File: src/rtl/mem_arbiter.sv
// Two-port arbiter and sequencer sharing one BRAM data port with a fixed read latency.
// Optional feature macro MEM_ARB_RR_EN: round-robin tie-break (default: port 0 fixed priority).
module mem_arbiter #(
    parameter int ADDR_W       = 17,
    parameter int READ_LATENCY = 1
) (
    input  logic              clk,
    input  logic              rstn,
    input  logic              r0_order,
    input  logic              r0_write,
    input  logic [3:0]        r0_we,
    input  logic [ADDR_W-1:0] r0_addr,
    input  logic [31:0]       r0_wdata,
    output logic              r0_accepted,
    output logic              r0_done,
    output logic [31:0]       r0_rdata,
    input  logic              r1_order,
    input  logic              r1_write,
    input  logic [3:0]        r1_we,
    input  logic [ADDR_W-1:0] r1_addr,
    input  logic [31:0]       r1_wdata,
    output logic              r1_accepted,
    output logic              r1_done,
    output logic [31:0]       r1_rdata,
    output logic [ADDR_W-1:0] a_mem,
    output logic [31:0]       sd_mem,
    input  logic [31:0]       ld_mem,
    output logic [3:0]        mem_write_flag,
    output logic              mem_read_flag,
    output logic              busy,
    output logic              grant
);

    localparam int               CNT_W    = (READ_LATENCY > 1) ? $clog2(READ_LATENCY) : 1;
    localparam logic [CNT_W-1:0] CNT_LOAD = CNT_W'(READ_LATENCY - 1);

    typedef enum logic [1:0] {IDLE, ISSUE, WAIT} state_t;

    state_t            state_q;
    logic              grant_q;
    logic              wr_q;
    logic [CNT_W-1:0]  cnt_q;
    logic [ADDR_W-1:0] a_mem_q;
    logic [31:0]       sd_mem_q;
    logic [3:0]        wflag_q;
    logic              rflag_q;
    logic [1:0]        acc_q;
    logic [1:0]        done_q;
    logic [31:0]       rdata0_q;
    logic [31:0]       rdata1_q;

    logic              any_order;
    logic              win_d;
    logic              sel_wr_d;
    logic [3:0]        sel_we_d;
    logic [ADDR_W-1:0] sel_addr_d;
    logic [31:0]       sel_wdata_d;

    // Winner selection only feeds registers, so no order reaches the memory pins combinationally.
    always_comb begin
        any_order = r0_order | r1_order;
        win_d     = r1_order & ~r0_order;
`ifdef MEM_ARB_RR_EN
        if (r0_order && r1_order) begin
            win_d = ~grant_q;
        end
`endif
        sel_wr_d    = win_d ? r1_write : r0_write;
        sel_we_d    = win_d ? r1_we    : r0_we;
        sel_addr_d  = win_d ? r1_addr  : r0_addr;
        sel_wdata_d = win_d ? r1_wdata : r0_wdata;
    end

    always_ff @(posedge clk or negedge rstn) begin
        if (!rstn) begin
            state_q  <= IDLE;
            grant_q  <= 1'b1;
            wr_q     <= 1'b0;
            cnt_q    <= '0;
            a_mem_q  <= '0;
            sd_mem_q <= '0;
            wflag_q  <= '0;
            rflag_q  <= 1'b0;
            acc_q    <= '0;
            done_q   <= '0;
            rdata0_q <= '0;
            rdata1_q <= '0;
        end else begin
            acc_q  <= '0;
            done_q <= '0;
            case (state_q)
                IDLE: begin
                    if (any_order) begin
                        state_q  <= ISSUE;
                        grant_q  <= win_d;
                        wr_q     <= sel_wr_d;
                        acc_q    <= win_d ? 2'b10 : 2'b01;
                        a_mem_q  <= sel_addr_d;
                        sd_mem_q <= sel_wdata_d;
                        wflag_q  <= sel_wr_d ? sel_we_d : 4'b0000;
                        rflag_q  <= ~sel_wr_d;
                    end
                end
                ISSUE: begin
                    wflag_q  <= '0;
                    rflag_q  <= 1'b0;
                    sd_mem_q <= '0;
                    if (wr_q) begin
                        state_q <= IDLE;
                        a_mem_q <= '0;
                        done_q  <= grant_q ? 2'b10 : 2'b01;
                    end else begin
                        state_q <= WAIT;
                        cnt_q   <= CNT_LOAD;
                    end
                end
                WAIT: begin
                    // a_mem is held here so the BRAM sees a stable address for the whole latency.
                    if (cnt_q == '0) begin
                        if (grant_q) begin
                            rdata1_q <= ld_mem;
                        end else begin
                            rdata0_q <= ld_mem;
                        end
                        done_q  <= grant_q ? 2'b10 : 2'b01;
                        state_q <= IDLE;
                        a_mem_q <= '0;
                    end else begin
                        cnt_q <= cnt_q - CNT_W'(1);
                    end
                end
                default: state_q <= IDLE;
            endcase
        end
    end

    assign r0_accepted    = acc_q[0];
    assign r1_accepted    = acc_q[1];
    assign r0_done        = done_q[0];
    assign r1_done        = done_q[1];
    assign r0_rdata       = rdata0_q;
    assign r1_rdata       = rdata1_q;
    assign a_mem          = a_mem_q;
    assign sd_mem         = sd_mem_q;
    assign mem_write_flag = wflag_q;
    assign mem_read_flag  = rflag_q;
    assign busy           = (state_q != IDLE);
    assign grant          = grant_q;

endmodule

File: config.mk
export PLATFORM = sky130hd
export DESIGN_NAME = mem_arbiter
export DESIGN_NICKNAME = d
export VERILOG_FILES = /design/src/rtl/mem_arbiter.sv
export SDC_FILE = /design/constraint.sdc
export NUM_CORES = 1
export LEC_CHECK = 0
export BUFFER_PORTS_ARGS = -buffer_cell sky130_fd_sc_hd__buf_2
export CAP_MARGIN = 20
export CORE_MARGIN = 2
export CORE_UTILIZATION = 42
export CTS_CLUSTER_SIZE = 30
export DETAILED_ROUTE_END_ITERATION = 16
export GPL_TIMING_DRIVEN = 0
export HOLD_SLACK_MARGIN = 0.12
export PLACE_DENSITY = 0.75
export SLEW_MARGIN = 10
export SYNTH_ARGS = -nofsm -noshare
export SYNTH_HDL_FRONTEND = slang
export SYNTH_SLANG_ARGS = --single-unit
File: constraint.sdc
create_clock -name clk -period 1.9 [get_ports clk]
set_input_delay 0.38 -clock clk [delete_from_list [all_inputs] [get_ports clk]]
set_output_delay 0.38 -clock clk [all_outputs]
set_load 0.05 [all_outputs]
==> impl_metrics.csv <==
group,metric,value,unit
layout,utilization,62.98,%
sta,fin_skew,0.006651,ns
yosys,synth_flop_cell,"dfrtp_1",
drt,dr.pass1.iters,4,
outcome,failed_checks,"setup timing",
power_and_ir_drop,p_per_area,2176,nW/um^2
layout,final_nets,835,
drt,vias,4474,
power_and_ir_drop,sw_frac_of_total,47.84,%
sta,worst_slew_margin_rel,62.55,%
cts,cts-htree-levels,4,
sta,drv_slew,0,
outcome,status,"complete, but fails checks",
cts,cts_tree,"yes",
layout,diodes,0,
drt,wl_per_cell,17.53,um
cts,clock_path_buffers,2,
yosys,ys_ff_latch,126,
place,hpwl,11250,um
sta,setup_violations,12,
global_routing,grt_max_degree,68,
drt,drt_drc_violations_left,0,
sta,setup_ws,-0.06439,ns
critical_path,cp_max_fo,7,
layout,area_growth,45.31,%
global_routing,gr-usage-all-layers,22.02,%
yosys,yosys_warnings,0,
drt,wirelength,15230,um
sta,worst_slew_pin_slew,0.5617,ns
critical_path,critPathLaunchType,"register",
floorplanning,die_h,118.6,um
global_routing,antenna_found_initial,0,
yosys,synth_area,5514,um^2
place,gp_congestion,0.8067,
sta,max_freq,509.1,MHz
global_routing,overflow,0,
sta,setup_tns,-0.4288,ns
floorplanning,num_io_pins,268,
power_and_ir_drop,internal_power,9.092,mW
power_and_ir_drop,leakage,4.166,nW
yosys,synth_edf_count,0,
power_and_ir_drop,peakVddDrop,0.001297,V
global_routing,grt_pass1_vias,4893,
critical_path,crit_type,"reg2reg",
flow_run,max_cap_viol_count,0,
yosys,syn_area_per_cell,14.14,um^2
sta,rsz0062_at_grt,"yes",
drt,drt-initial-drc-count,197,
critical_path,crit_arrival,2.28,ns
sta,fin_crit,1.964,ns
sta,post-route-period-util,103.4,%
layout,fin_area,8013,um^2
floorplanning,initial_utilization,43.34,%
yosys,synth_cell_types,33,
cts,clock_sinks,126,
cts,clkLatencyLatePin,0.41,ns
sta,hold_violations,0,
yosys,syn_nets,539,
power_and_ir_drop,p_switching,8.340,mW
critical_path,end_kind,"register",
floorplanning,die_area,14060,um^2
drt,via_per_inst,5.148,
yosys,ys_seq_area_share,57.20,%
power_and_ir_drop,clkPwrFrac,19.4,%
place,place_area,7099,um^2
drt,antenna_left,0,
global_routing,grt_pass1_wl,24430,um
layout,drive_gt1_share,61.69,%
cts,cts.clk_slew.worst_paths,0.05,ns
power_and_ir_drop,p_seq_share,25.9,%
place,dp.cells,830,
yosys,synthCells,390,
critical_path,required,2.22,ns
place,io_buffers,267,
cts,cts.root.buffer_cell,"clkbuf_16",
min_path,hold_path_class,"in2reg",
yosys,async_reset_ff_share,100.0,%
cts,cts_buffers,17,
floorplanning,rows,41,
layout,final_cells,869,
floorplanning,core-area,12720,um^2
power_and_ir_drop,p_comb_share,54.7,%
floorplanning,die_x,118.6,um
-- layout make-up --
cell class                 count  area [um^2]
inverter                       5        21.27
sequential                   126         3154
multi-input combinational    227         2307
tap                          172        215.2
buffer                        27        180.2
clock buffer                  23        478.0
clock inverter                 7        135.1
timing repair buffer         282         1521
fill                        1025         4710
-- cell usage in the layout (no fill, tap or decap), drive strengths merged --
master and instances:
o31ai 40, dfstp 1, clkinv 3, nor2 4, nor4bb 1, a22o 1
bufinv 4, mux2 66, or3 1, nor3b 2, mux2i 53, or2 2
nor2b 2, nor3 1, clkbuf 34, nand2b 1, a31oi 1, dfrtp 125
o21ai 7, and2 1, a21oi 3, buf 297, dlygate4sd3 1, ha 5
o2bb2ai 32, inv 5, nand2 4
-- cells by family (layout without fill, tap and decap cells) --
group                      after synthesis  count (layout)  share of synthesized area [%]
buffers and inverters                   37             344                          3.449
AOI/OAI and AO/OA                       84              84                          12.93
muxes                                  119             119                          23.10
adders and majority gates                5               5                          1.135
and+or+nand+nor                         19              19                          2.178
DFF                                    126             126                          57.20
-- cell usage after synthesis (3+ instances only) --
master | count | share of area, %
o2bb2ai_1 | 32 | 5.1
inv_1 | 5 | 0.34
nand2_1 | 4 | 0.27
o31ai_2 | 8 | 1.8
mux2i_1 | 53 | 9.6
o31ai_1 | 30 | 4.1
buf_1 | 4 | 0.27
buf_2 | 12 | 1.1
dfrtp_1 | 125 | 57
mux2_2 | 64 | 13
a21oi_1 | 3 | 0.27
o21ai_0 | 7 | 0.64
nor2_1 | 4 | 0.27
ha_1 | 5 | 1.1
clkbuf_1 | 11 | 0.75
-- critical path, stage by stage (launching register included) --
cell and delay (ns):
dfrtp_1 0.40, inv_2 0.10, ha_4 0.19, nor3b_4 0.17, buf_6 0.12, or3_1 0.37, buf_6 0.16, clkbuf_16 0.16
o31ai_2 0.21
-- registers in the layout, indices dropped and copies added, names as in the netlist --
register / cells
r0_rdata: 32
r1_rdata: 32
sd_mem: 32
a_mem: 17
mem_write_flag: 4
acc_q: 2
done_q: 2
state_q: 2
grant: 1
mem_read_flag: 1
wr_q: 1
-- per-layer routing --
metal | share of wire [%] | global-route usage [%]
met5 | 0 | 0
met4 | 2.4 | 8.929
met3 | 8.7 | 8.736
met2 | 51 | 38.61
met1 | 38 | 23.55
-- through the flow --
step / hold WS, ns / total power [mW] / setup WS [ns]
4_1_cts: 0.1867 / 17.12 / -0.05650
3_3_place_gp: 0.4671 / 13.10 / -1.037
3_5_place_dp: 0.3828 / 13.33 / -0.2674
5_1_grt: 0.1937 / 18.22 / -0.1223
6_report: 0.2023 / 17.43 / -0.06439
2_1_floorplan: 0.08441 / 11.14 / 0.05180
-- path summary, 6_finish.rpt --
| kind | from | to | slack [ns] | cells past startpoint |
|---|---|---|---|---|
| max in group asynchronous | rstn | r0_rdata[14] | 0.66 | 3 |
| worst max register to register | state_q[1] | a_mem[4] | -0.06 | 8 |
| worst max-delay path | state_q[1] | a_mem[4] | -0.06 | 8 |
| worst min register to register | sd_mem[4] | sd_mem[4] | 0.48 | 1 |
| worst min-delay path | ld_mem[4] | r0_rdata[4] | 0.20 | 2 |
| min in group asynchronous | rstn | a_mem[5] | 0.52 | 2 |
-- power groups by stage --
stage / clock network, mW / logic [mW] / registers [mW]
6_report: 3.38 / 9.54 / 4.51
5_1_grt: 3.58 / 10.0 / 4.64
4_1_cts: 3.44 / 9.16 / 4.51
3_5_place_dp: 0 / 8.80 / 4.53
3_3_place_gp: 0 / 8.63 / 4.47
2_1_floorplan: 0 / 2.66 / 8.48
-- timing repair --
action                     in CTS  in global routing
cloned                          0                  1
hold endpoints to repair       58                  0
hold buffers                    1                  0
resized for setup              21                 33
setup endpoints to repair     117                 95
buffers inserted                7                  5
pin swaps                       0                  5
Note: power is estimated with default switching activity, not from simulation.
